### src/rtl/pll_reset_sequencer.sv
// pll_reset_sequencer: start-up and recovery sequencing for the PLL clock domain.
// Qualifies a synchronised lock flag, holds the core in reset for a fixed period,
// releases it, and returns to reset on lock loss or on an accepted soft-reset request.
//
// state     | meaning
// ----------+-----------------------------------------------------------
// WAIT_LOCK | core in reset, waiting for synchronised lock
// STABLE    | lock seen, counting LOCK_CYCLES consecutive locked cycles
// HOLD      | lock qualified (or soft reset), core reset held RESET_CYCLES
// RUN       | core released, sys_rst_n=1 and ready=1
module pll_reset_sequencer #(
  parameter int LOCK_CYCLES  = 1024,
  parameter int RESET_CYCLES = 16,
  parameter int LOSS_W       = 8
) (
  input  logic              clk,
  input  logic              rst_n,
  input  logic              locked,
  input  logic              soft_rst_req,
  output logic              soft_rst_ack,
  output logic              sys_rst_n,
  output logic              ready,
  output logic [LOSS_W-1:0] lock_loss_cnt,
  output logic [1:0]        state
);

  localparam int MAX_CYCLES = (LOCK_CYCLES > RESET_CYCLES) ? LOCK_CYCLES : RESET_CYCLES;
  localparam int CW         = $clog2(MAX_CYCLES) + 1;

  localparam logic [CW-1:0]     LOCK_LAST  = CW'(LOCK_CYCLES - 1);
  localparam logic [CW-1:0]     RESET_LAST = CW'(RESET_CYCLES - 1);
  localparam logic [LOSS_W-1:0] LOSS_MAX   = '1;

  typedef enum logic [1:0] {
    WAIT_LOCK = 2'd0,
    STABLE    = 2'd1,
    HOLD      = 2'd2,
    RUN       = 2'd3
  } state_t;

  state_t            state_q;
  state_t            state_nxt;
  logic [CW-1:0]     cnt;
  logic [CW-1:0]     cnt_nxt;
  logic              lock_meta;
  logic              lock_s;
  logic              loss_inc;
  logic              ack_nxt;
  logic              run_nxt;
  logic [LOSS_W-1:0] loss_nxt;

  assign state = state_q;

  // Two-flop synchroniser for the asynchronous PLL lock flag
  always_ff @(posedge clk) begin
    if (!rst_n) begin
      lock_meta <= 1'b0;
      lock_s    <= 1'b0;
    end else begin
      lock_meta <= locked;
      lock_s    <= lock_meta;
    end
  end

  // State register and phase counter
  always_ff @(posedge clk) begin
    if (!rst_n) begin
      state_q <= WAIT_LOCK;
      cnt     <= '0;
    end else begin
      state_q <= state_nxt;
      cnt     <= cnt_nxt;
    end
  end

  // Next-state logic; lock loss takes priority over a soft-reset request in RUN
  always_comb begin
    state_nxt = state_q;
    loss_inc  = 1'b0;
    ack_nxt   = 1'b0;
    case (state_q)
      WAIT_LOCK: begin
        if (lock_s) state_nxt = STABLE;
      end
      STABLE: begin
        if (!lock_s)                state_nxt = WAIT_LOCK;
        else if (cnt == LOCK_LAST)  state_nxt = HOLD;
      end
      HOLD: begin
        if (!lock_s) begin
          state_nxt = WAIT_LOCK;
          loss_inc  = 1'b1;
        end else if (cnt == RESET_LAST) begin
          state_nxt = RUN;
        end
      end
      RUN: begin
        if (!lock_s) begin
          state_nxt = WAIT_LOCK;
          loss_inc  = 1'b1;
        end else if (soft_rst_req) begin
          state_nxt = HOLD;
          ack_nxt   = 1'b1;
        end
      end
      default: state_nxt = WAIT_LOCK;
    endcase

    if (state_nxt != state_q)
      cnt_nxt = '0;
    else if (state_q == STABLE || state_q == HOLD)
      cnt_nxt = cnt + CW'(1);
    else
      cnt_nxt = '0;
  end

  // Output next values: run flags track the next state so they change with it
  always_comb begin
    run_nxt  = (state_nxt == RUN);
    loss_nxt = lock_loss_cnt;
    if (loss_inc && (lock_loss_cnt != LOSS_MAX))
      loss_nxt = lock_loss_cnt + LOSS_W'(1);
  end

  // Registered outputs
  always_ff @(posedge clk) begin
    if (!rst_n) begin
      sys_rst_n     <= 1'b0;
      ready         <= 1'b0;
      soft_rst_ack  <= 1'b0;
      lock_loss_cnt <= '0;
    end else begin
      sys_rst_n     <= run_nxt;
      ready         <= run_nxt;
      soft_rst_ack  <= ack_nxt;
      lock_loss_cnt <= loss_nxt;
    end
  end

endmodule

### config.mk
export PLATFORM = sky130hd
export DESIGN_NAME = pll_reset_sequencer
export DESIGN_NICKNAME = d
export VERILOG_FILES = /design/src/rtl/pll_reset_sequencer.sv
export SDC_FILE = /design/constraint.sdc
export NUM_CORES = 1
export LEC_CHECK = 0
export ABC_AREA = 1
export BUFFER_PORTS_ARGS = -buffer_cell sky130_fd_sc_hd__buf_2
export CELL_PAD_IN_SITES_DETAIL_PLACEMENT = 0
export CELL_PAD_IN_SITES_GLOBAL_PLACEMENT = 1
export CORE_MARGIN = 2
export CORE_UTILIZATION = 30
export CTS_CLUSTER_SIZE = 30
export DETAILED_ROUTE_END_ITERATION = 6
export GPL_ROUTABILITY_DRIVEN = 1
export HOLD_SLACK_MARGIN = 0.12
export PLACE_DENSITY = 0.68
export SLEW_MARGIN = 15
export SYNTH_ARGS = -nofsm -noshare
export SYNTH_HDL_FRONTEND = slang
export SYNTH_SLANG_ARGS = --single-unit
### constraint.sdc
create_clock -name clk -period 2.9 [get_ports clk]
set_input_delay 0.145 -clock clk [delete_from_list [all_inputs] [get_ports clk]]
set_output_delay 0.145 -clock clk [all_outputs]
set_load 0.01 [all_outputs]
# After elaboration in Yosys (flattened, before gate mapping)
# Cells that the tools add are included.
[op_classes] n_addsub=2 n_eq_ne=8 mux=11 bitwise_logic=2 n_reduce_logical=6
[op_table] op="2-bit two-way mux" count=7
[op_table] op="11-bit by 1-bit adder with 11-bit output, second input constant" count=1
[op_table] op="11-bit by 10-bit equality test with 1-bit output, second input constant" count=1
[op_table] op="11-bit by 4-bit equality test with 1-bit output, second input constant" count=1
[op_table] op="8-bit by 1-bit adder with 8-bit output, second input constant" count=1
[op_table] op="8-bit inequality test, second input constant" count=1
[op_table] op="2-bit one-hot mux with 4 select lines" count=1
[op_table] op="2-bit equality test, second input constant" count=3
[op_table] op="1-bit two-way mux" count=3
[op_table] op="3-bit AND reduction" count=1
[op_table] op="3-bit OR reduction" count=1
[op_table] op="2-bit by 1-bit equality test with 1-bit output, second input constant" count=1
[op_table] op="2-bit logical NOT" count=1
[op_table] op="2-bit inequality test" count=1
[op_table] op="1-bit NOT" count=2
[op_table] op="2-bit OR reduction" count=1
[op_table] op="1-bit logical AND" count=1
[op_table] op="1-bit logical OR" count=1
[word_totals] reg_bits=25 in_bits=4 output_inout_bits=13 wordCells=36

# Longest topological paths before layout
# Gate-level depths: netlist (run 1).
[depth] ltp_word=6 mapped_depth=13

# Least setup slack after synthesis (run 1)
# OpenSTA, ideal clock, no wires.
[synth_path] path_kind="register to register" from="reg state_q[0], in the netlist state[0]" to="reg cnt[2]" setup_time_ns=0.120 t_arrival_ns=1.543 required_time_ns=2.780 setup_slack_ns=1.237 path_stages_with_launch=12 path_cell_list="dfxtp_1 -> inv_1 -> ha_1 -> nor2_1 -> o21ai_0 -> nor2_1 -> nand2_2 -> nand2_2 -> nand3_2 -> nand2_2 -> buf_6 -> nor3_2"
[synth_between] elab_chain_len=5 word_cells_on_any_way=16 classes_between="eq/ne: 4; mux: 8; bitwise: 1; reduce/logical: 3"
[synth_rtl] item="start, declared" line_no="41" source="state_t state_q;"
[synth_rtl] item="start signal, assigned" line_no="71" source="state_q <= state_nxt;"
[synth_rtl] item="2-bit two-way mux, on equally long branches" line_no="101, 87, 93"
[synth_rtl] item="2-bit two-way mux, on equally long branches" line_no="98, 86, 90"
[synth_rtl] item="2-bit one-hot mux with 4 select lines" line_no="81" source="case (state_q)"
[synth_rtl] item="2-bit inequality test" line_no="109" source="if (state_nxt != state_q)"
[synth_rtl] item="3-bit OR reduction (no source line) (*)"
[synth_rtl] item="end signal, assigned" line_no="72" source="cnt <= cnt_nxt;"
[synth_rtl] item="end, declared" line_no="43" source="logic [CW-1:0] cnt;"
# Mark *: on every way between the ends. The rest lies on a longest branch, timed or not.
# A chain may end at the register's enable or synchronous reset.

# Worst setup path after layout (run 1)
[layout_path] from="reg state_q[0], in the netlist state[0]" to="reg cnt[8]"
# The elaborated chain is that of the path after synthesis.

==> results of run 1 <==
state kept, by name, summed over array words and instances, names as in the netlist:
name           count
cnt               11
lock_loss_cnt      8
lock_meta          1
lock_s             1
ready              1
soft_rst_ack       1
state              2
timing repair:
action	4_1_cts	5_1_grt
hold buffers	1	0
buffers inserted	0	0
endpoints found under the hold margin	1	0
layout make-up:
type	count	area, um2	area share
Inverter	30	112.6	0.07463
Clock buffer	3	41.29	0.02736
Tap cell	52	65.06	0.04312
Sequential cell	25	500.5	0.3317
Timing Repair Buffer	17	90.09	0.05970
Multi-Input combinational cell	116	694.4	0.4602
Clock inverter	1	5.005	0.003317
routing by layer:
metal  share of wire  up-vias  track usage  wire [um]
met5               0        -            0          0
met4          0.0079        0      0.02516         20
met3           0.042        2      0.02422        106
met2            0.47       16       0.1921       1177
met1            0.48      472       0.1406       1221
li1                -      585            -          -
worst paths after layout:
check,start,end,slack (ps),cells after the start
worst min register to register,lock_meta$_SDFF_PN0_,lock_s$_SDFF_PN0_,420,2
worst min-delay path,soft_rst_req,soft_rst_ack$_SDFF_PN0_,150,3
worst max register to register,state[0]$_SDFF_PN0_,cnt[8]$_SDFF_PP0_,960,9
worst max-delay path,state[0]$_SDFF_PN0_,cnt[8]$_SDFF_PP0_,960,9
cell families after synthesis:
| logic type | share of synthesized area |
|---|---|
| XOR/XNOR | 0.05877 |
| AND/OR/NAND/NOR | 0.3349 |
| buffers and inverters | 0.1091 |
| flip-flops | 0.3731 |
| AO/OA/AOI/OAI | 0.06809 |
| adder cells (fa/ha/maj) | 0.05597 |
where the power goes:
group / switching (mW) / internal (mW)
Clock: 0.109 / 0.0959
Combinational: 0.0409 / 0.0160
Sequential: 0.00514 / 0.348
Total: 0.155 / 0.459
synth_stat cells (all sizes together) (2+ instances only):
cell type	count
a21oi	5
buf	3
dfxtp	25
ha	6
inv	30
nand2	34
nand3	12
nor2	20
nor3	16
o21a	2
o21ai	9
xor2	8
stage by stage:
| step | util | power [mW] | setup slack, ps |
|---|---|---|---|
| after CTS | 0.3490 | 0.6271 | 942.9 |
| after global routing | 0.3490 | 0.6520 | 720.3 |
| after detailed placement | 0.3359 | 0.4184 | 972.6 |
| final | 0.3490 | 0.6142 | 956.0 |
| after floorplan | - | 0.4112 | 1237 |
| after global placement | 0.3359 | 0.4191 | 991.0 |
tightest hold or removal path, delay by kind of cell:
kind	cells	cell delay [ps]
AND/OR/NAND/NOR	2	110
buffers and inverters	1	110
==> flow_summary_export.csv, run 1 <==
group,metric,value,unit
clock_tree,insertion_delay,260,ps
grt,grt_overflow,0,
flow_run,maxCapViolCount,0,
synth,synth.area.top_cells,"dfxtp_1 37%, nand2_1 8.1%, inv_1 7.8%",
synth,ys_types,24,
synth,syn_area_per_cell,7.664,um2
sta,finalCritPeriodShare,0.6703,
clock_tree,cts_sinks,25,
floorplanning,die_h,70.87,um
pwr,leakagePower,0.6283,nW
placement,portBuffers,16,
cells_and_area,layout.nets,203,
clock_tree,clkTransAtPathRegs,90,ps
pwr,power_density,407.0,mW/mm2
critical_path,required,3090,ps
sta,slew_violations,0,
synth,yosysWarnings,0,
sta,maxSlewHeadroom,0.7782,
critical_path,cp.arrival,2130,ps
critical_path,cp_cell_sequence,"inv_1 -> ha_1 -> nor2_1 -> o21ai_0 -> nor2_1 -> nand2_2 -> nand3_1 -> nand3_2 -> nor3_1",
cells_and_area,fillers,476,
drt,drt_wl_total,2526,um
synth,yosysTopAreaCellShare,0.3731,
grt,grt_max_degree,15,
synth,syn_nets,185,
placement,dpl_cell_area,0.001453,mm2
clock_tree,cts_root_buffer,"clkbuf_8",
clock_tree,cts_tree,"done",
sta,setup_tns,0,ps
placement,gp_congestion,0.8198,
sta,post-route-min-period,1944,ps
floorplanning,fp.dieW,70.87,um
synth,synth_edf_count,0,
critical_path,cp_max_fo,11,
synth,seq_area_frac_synth,0.3731,
min_path,min_path_type,"in -> reg",
grt,grt_use_total,0.1107,
sta,clock_skew,2.389,ps
floorplanning,ios,17,
drt,route.detailed.drc,0,
drt,ant_nets,0,
critical_path,crit_slowest_cell,"dfxtp_1",
drt,dr_total_vias,1075,
sta,finalHoldWorstSlack,146.5,ps
clock_tree,cts_resized,0,
sta,tightestPinTransition,332.3,ps
status,status,"finished clean",
sta,fmax,514.4,MHz
synth,synth_top_area_cell,"dfxtp_1",
grt,grt_pass1_vias,1038,
drt,wl_per_cell,10.35,um
cells_and_area,finalInstanceArea,0.001509,mm2
critical_path,critPathMaxStageDelay,440,ps
drt,drt-initial-drc-count,57,
sta,final_hold_viol_count,0,
sta,setup_violations,0,
cells_and_area,layout_commonest_cell,"nand2_1",
synth,synthCells,175,
sta,rsz0062_at_grt,"no",
drt,via_per_inst,4.406,
synth,synth.cell_area,0.001341,mm2
placement,dp_hpwl,1986,um
synth,synth-async-reset-ratio,0,
clock_tree,numCtsBuffers,3,
grt,antenna_found_initial,0,
synth,synth_ff_type,"dfxtp_1",
floorplanning,core_area,0.004324,mm2
critical_path,endpoint_kind,"flop",
cells_and_area,fin_cells,244,
critical_path,cp_num_buf_inv,1,
grt,grt_pass1_wl,4574,um
clock_tree,clock_path_buffers,2,
pwr,peakVddDrop,204.2,uV
drt,firstDrtPassIters,4,
cells_and_area,diodes,0,
placement,placed_cells,239,
synth,synth_seq_cells,25,
critical_path,worstSetupPathType,"reg -> reg",
critical_path,critical-path-top-delay-family,"simple AND/OR/NAND/NOR gates",
cells_and_area,area_growth,12.50,%
floorplanning,start_util,0.3102,
floorplanning,die-area,0.005022,mm2
cells_and_area,final_cell_mix,"29 x nand2_1, 28 x inv_1, 25 x dfxtp_1",
cells_and_area,drive_gt1_frac,0.2240,
floorplanning,rows,24,
critical_path,start_kind,"flop",
critical_path,path_common_cell,"nor2_1",
clock_tree,htree_levels,1,
No activity file was read; power rests on OpenSTA's default activity.
==> inputs of run 2 (changes only) <==
==> constraint.sdc (replaced) <==
create_clock -name clk -period 1.8 [get_ports clk]
set_input_delay 0.09 -clock clk [delete_from_list [all_inputs] [get_ports clk]]
set_output_delay 0.09 -clock clk [all_outputs]
set_load 0.01 [all_outputs]
==> run 2 against run 1 <==
Compared with the run above:
- critical path depth increased by 2
- sequential power grew 59%
- sequential share of layout area is 2.4 points lower
- non-clock buffer count up 8
- cell count rose by 3.7%
- critical endpoint is now cnt[6]$_SDFF_PP0_
- wire length up 11%
- via count increased by 5.3%
==> flow_summary_export.csv, run 2 (same netlist as run 1, synthesis figures left out) <==
group,metric,value,unit
status,status,"finished clean",
clock_tree,numCtsBuffers,3,
floorplanning,die_h,70.87,um
sta,final_hold_viol_count,0,
sta,setup_tns,0,ps
grt,antenna_found_initial,0,
critical_path,endpoint_kind,"flop",
sta,maxSlewHeadroom,0.8063,
drt,firstDrtPassIters,4,
cells_and_area,largest-register,"cnt",
sta,post-route-min-period,1649,ps
min_path,hold_depth,2,
pwr,peakVddDrop,432.1,uV
floorplanning,ios,17,
floorplanning,start_util,0.3102,
drt,drt_wl_total,2805,um
critical_path,r2r_end,"cnt[6]$_SDFF_PP0_",
critical_path,r2r_slack,150,ps
min_path,min_to,"lock_s$_SDFF_PN0_",
placement,place_ws,49.78,ps
cells_and_area,largest_register_ffs,11,
drt,via_per_inst,4.474,
drt,ant_nets,0,
cells_and_area,fin_cells,253,
min_path,min_path_type,"reg -> reg",
grt,grt_pass1_wl,4643,um
floorplanning,die-area,0.005022,mm2
clock_tree,cts_sinks,25,
cells_and_area,area_growth,22.20,%
sta,fin_ws,150.9,ps
floorplanning,core_area,0.004324,mm2
drt,dr_total_vias,1132,
critical_path,r2r_cells,11,
cells_and_area,drive_gt1_frac,0.2836,
clock_tree,htree_levels,1,
clock_tree,insertion_delay,280,ps
sta,rsz0062_at_grt,"no",
sta,setup_violations,0,
sta,slew_violations,0,
cells_and_area,finalInstanceArea,0.001639,mm2
placement,portBuffers,16,
flow_run,maxCapViolCount,0,
cells_and_area,diodes,0,
placement,dp_hpwl,1994,um
pwr,power_density,641.1,mW/mm2
grt,grt_use_total,0.1138,
sta,tightestPinTransition,288.3,ps
critical_path,cp.arrival,1820,ps
clock_tree,cts_tree,"done",
cells_and_area,layout.nets,212,
drt,route.detailed.drc,0,
clock_tree,clkTransAtPathRegs,100,ps
placement,gp_congestion,0.7455,
critical_path,cp_max_fo,11,
grt,grt_max_degree,15,
placement,dpl_cell_area,0.001495,mm2
clock_tree,clock_path_buffers,2,
sta,clock_skew,10.13,ps
sta,fmax,606.4,MHz
cells_and_area,final_cell_mix,"28 x inv_1, 28 x nand2_1, 24 x dfxtp_1",
critical_path,required,1970,ps
drt,wl_per_cell,11.09,um
pwr,leakagePower,0.6772,nW
critical_path,start_kind,"flop",
grt,grt_overflow,0,
critical_path,r2r-start,"cnt[0]$_SDFF_PP0_",
floorplanning,fp.dieW,70.87,um
placement,placed_cells,243,
drt,drt-initial-drc-count,45,
min_path,min_from,"lock_meta$_SDFF_PN0_",
sta,finalCritPeriodShare,0.9162,
pwr,power.total,1.051,mW
critical_path,worstSetupPathType,"reg -> reg",
clock_tree,cts_root_buffer,"clkbuf_8",
floorplanning,rows,24,
grt,grt_pass1_vias,1092,
==> run 2: what timing repair did <==
item	CTS	global route
setup buffers	0	1
setup endpoints to repair	0	14
hold endpoints to repair	3	0
hold buffers	4	0
resized for setup	0	12
==> run 2: critical path, stage by stage, from the launching register on <==
cell and delay [ps]:
dfxtp_1 350, ha_2 200, nand2_2 80, nor2_4 170
nand3_2 120, nand2_1 70, nand2_1 70, nand2_2 90
nand3_1 90, nand3_2 110, buf_12 150, nor3_2 50
==> run 2: metal layers <==
metal  vias up  GRT usage  part of all wire  routed length [um]
met5         -          0                 0                   0
met4         0    0.03774             0.012                  35
met3         4    0.02279             0.023                  65
met2        12     0.1983              0.49                1376
met1       518     0.1401              0.47                1327
li1        598          -                 -                   -
==> run 2: final cells by class <==
class,count,area (um2)
clock buffer,3,41.29
sequential,25,504.2
timing repair buffer,25,170.2
inverter,30,112.6
multi-input combinational,117,740.7
clock inverter,1,5.005
fill,486,2685
tap,52,65.06
==> run 2: how the worst max path moves through the flow <==
stage	start	end	slack, ps	depth (start not counted)
global route	state[0]$_SDFF_PN0_	cnt[8]$_SDFF_PP0_	0.5	11
CTS	state[1]$_SDFF_PN0_	cnt[8]$_SDFF_PP0_	30	11
detailed placement	state[1]$_SDFF_PN0_	cnt[8]$_SDFF_PP0_	50	10
finish	cnt[0]$_SDFF_PP0_	cnt[6]$_SDFF_PP0_	150	11
floorplan	state[0]$_SDFF_PN0_	cnt[2]$_SDFF_PP0_	140	11
global placement	state[1]$_SDFF_PN0_	cnt[8]$_SDFF_PP0_	50	10
==> run 2: stage by stage <==
step	hold slack, ps	utilization
global placement	278.7	0.3458
detailed placement	276.5	0.3458
CTS	427.8	0.3657
floorplan	187.6	-
global route	444.2	0.3791
finish	421.4	0.3791
==> run 2: report_power, final <==
| group | leakage, nW | switching, mW | internal, mW | total [mW] |
|---|---|---|---|---|
| Combinational | 0.449 | 0.0898 | 0.0528 | 0.143 |
| Sequential | 0.203 | 0.00465 | 0.559 | 0.563 |
| Clock | 0.0255 | 0.190 | 0.155 | 0.345 |
| Total | 0.677 | 0.284 | 0.767 | 1.05 |
==> inputs of run 3 (changes only) <==
--- a/config.mk
+++ b/config.mk
@@ -11,10 +11,12 @@
 export CELL_PAD_IN_SITES_GLOBAL_PLACEMENT = 1
 export CORE_MARGIN = 2
 export CORE_UTILIZATION = 30
+export CTS_BUF_LIST = sky130_fd_sc_hd__clkbuf_8 sky130_fd_sc_hd__clkbuf_16
 export CTS_CLUSTER_SIZE = 30
 export DETAILED_ROUTE_END_ITERATION = 6
 export GPL_ROUTABILITY_DRIVEN = 1
 export HOLD_SLACK_MARGIN = 0.12
+export MAX_ROUTING_LAYER = met4
 export PLACE_DENSITY = 0.68
 export SLEW_MARGIN = 15
 export SYNTH_ARGS = -nofsm -noshare
==> run 3 against run 2 <==
Compared with the run above:
- first-iteration DRC count is the same
- combinational power hardly changed
- clock-buffer cell count is the same
- design area stayed put
- fmax hardly changed
- register-to-register slack about the same
- sequential power barely moved
- utilization did not move
- sequential share of layout area unchanged
- wire length stayed put
- power did not move
- largest cell class unchanged
==> flow_summary_export.csv, run 3 (same netlist as run 1, synthesis figures left out) <==
group,metric,value,unit
critical_path,r2r_end,"cnt[6]$_SDFF_PP0_",
floorplanning,rows,24,
clock_tree,clkTransAtPathRegs,100,ps
placement,gp_congestion,0.7549,
cells_and_area,drive_gt1_frac,0.2836,
critical_path,worst-path-stages,11,
cells_and_area,layout.nets,212,
grt,grt_pass1_wl,4643,um
cells_and_area,fin_cells,253,
sta,setup_tns,0,ps
cells_and_area,largest_register_ffs,11,
placement,placed_cells,243,
pwr,peakVddDrop,432.1,uV
min_path,min_path_type,"reg -> reg",
clock_tree,cts_sinks,25,
drt,dr_total_vias,1132,
pwr,leakagePower,0.6772,nW
critical_path,cp_cell_sequence,"ha_2 -> nand2_2 -> nor2_4 -> nand3_2 -> nand2_1 -> nand2_1 -> nand2_2 -> nand3_1 -> nand3_2 -> buf_12 -> nor3_2",
drt,route.detailed.drc,0,
sta,slew_violations,0,
critical_path,r2r_slack,150,ps
critical_path,r2r_cells,11,
sta,post-route-min-period,1649,ps
placement,dp_hpwl,1994,um
cells_and_area,area_growth,22.20,%
critical_path,required,1970,ps
critical_path,worstSetupStartpoint,"cnt[0]$_SDFF_PP0_",
sta,final_hold_viol_count,0,
status,status,"finished clean",
clock_tree,htree_levels,1,
grt,grt_overflow,0,
critical_path,cp.arrival,1820,ps
grt,grt_max_degree,15,
floorplanning,die-area,0.005022,mm2
drt,firstDrtPassIters,4,
drt,drt-initial-drc-count,45,
sta,fmax,606.4,MHz
drt,via_per_inst,4.474,
cells_and_area,final_cell_mix,"28 x inv_1, 28 x nand2_1, 24 x dfxtp_1",
clock_tree,cts_tree,"done",
clock_tree,cts_root_buffer,"clkbuf_8",
critical_path,r2r-start,"cnt[0]$_SDFF_PP0_",
grt,grt_pass1_vias,1092,
grt,antenna_found_initial,0,
clock_tree,clock_path_buffers,2,
critical_path,crit_slowest_cell,"dfxtp_1",
critical_path,cp_max_fo,11,
critical_path,endpoint,"cnt[6]$_SDFF_PP0_",
drt,ant_nets,0,
critical_path,cp_num_buf_inv,1,
critical_path,endpoint_kind,"flop",
critical_path,critPathMaxStageDelay,350,ps
clock_tree,numCtsBuffers,3,
critical_path,worstSetupPathType,"reg -> reg",
sta,setup_violations,0,
sta,rsz0062_at_grt,"no",
critical_path,critical-path-top-delay-family,"simple AND/OR/NAND/NOR gates",
floorplanning,die_h,70.87,um
grt,grt_use_total,0.1172,
sta,clock_skew,10.13,ps
placement,portBuffers,16,
critical_path,start_kind,"flop",
sta,tightestPinTransition,288.3,ps
drt,drt_wl_total,2805,um
sta,finalCritPeriodShare,0.9162,
clock_tree,insertion_delay,280,ps
pwr,power_density,641.1,mW/mm2
cells_and_area,largest-register,"cnt",
drt,wl_per_cell,11.09,um
sta,finalHoldWorstSlack,421.4,ps
floorplanning,ios,17,
cells_and_area,diodes,0,
floorplanning,start_util,0.3102,
floorplanning,fp.dieW,70.87,um
sta,maxSlewHeadroom,0.8063,
floorplanning,core_area,0.004324,mm2
flow_run,maxCapViolCount,0,
[run 3: cell counts in the layout (fill, tap and decap cells not counted)]
No cell type changed its count.
[run 3: area by class of cell]
type | count | area (um2)
Clock buffer | 3 | 41.29
Tap cell | 52 | 65.06
Fill cell | 486 | 2685
Timing Repair Buffer | 25 | 170.2
Inverter | 30 | 112.6
Clock inverter | 1 | 5.005
Multi-Input combinational cell | 117 | 740.7
Sequential cell | 25 | 504.2
[run 3: worst min-delay path by stage]
stage | cells past startpoint | from | end | slack [ps]
5_1_grt | 2 | lock_meta$_SDFF_PN0_ | lock_s$_SDFF_PN0_ | 440
6_report | 2 | lock_meta$_SDFF_PN0_ | lock_s$_SDFF_PN0_ | 420
3_3_place_gp | 3 | locked | lock_meta$_SDFF_PN0_ | 280
4_1_cts | 2 | lock_meta$_SDFF_PN0_ | lock_s$_SDFF_PN0_ | 430
2_1_floorplan | 2 | locked | lock_meta$_SDFF_PN0_ | 190
3_5_place_dp | 3 | locked | lock_meta$_SDFF_PN0_ | 280
[run 3: worst register-to-register path, delay by kind of cell (launching register included)]
kind                     cells  cell delay (ps)
AND/OR/NAND/NOR              9              850
buffers and inverters        1              150
flip-flops                   1              350
adder cells (fa/ha/maj)      1              200
[run 3: through the flow]
step	area, um2	setup WS (ps)	total power, mW	utilization
2_1_floorplan	1341	137.2	0.6625	-
3_3_place_gp	1495	54.07	0.6970	0.3458
3_5_place_dp	1495	49.78	0.6965	0.3458
4_1_cts	1582	34.66	1.054	0.3657
5_1_grt	1639	0.5040	1.108	0.3791
6_report	1639	150.9	1.051	0.3791
[run 3: repair_timing]
item,CTS,global route
endpoints found under the setup margin,0,14
resized for setup,0,12
endpoints found under the hold margin,3,0
setup buffers,0,1
hold buffers,4,0
[run 3: report_power, final]
part           leakage (nW)  switching [mW]  internal, mW
combinational         0.449          0.0898        0.0528
clock                0.0255           0.190         0.155
sequential            0.203         0.00465         0.559
total                 0.677           0.284         0.767
[run 3: per-layer routing]
metal,routed length [um],share of wire,up-vias,global-route usage
met3,57,0.020,4,0.02137
met4,35,0.012,0,0.03774
met1,1335,0.48,518,0.1410
met2,1376,0.49,12,0.1983
met5,0,0,-,-
li1,-,-,598,-
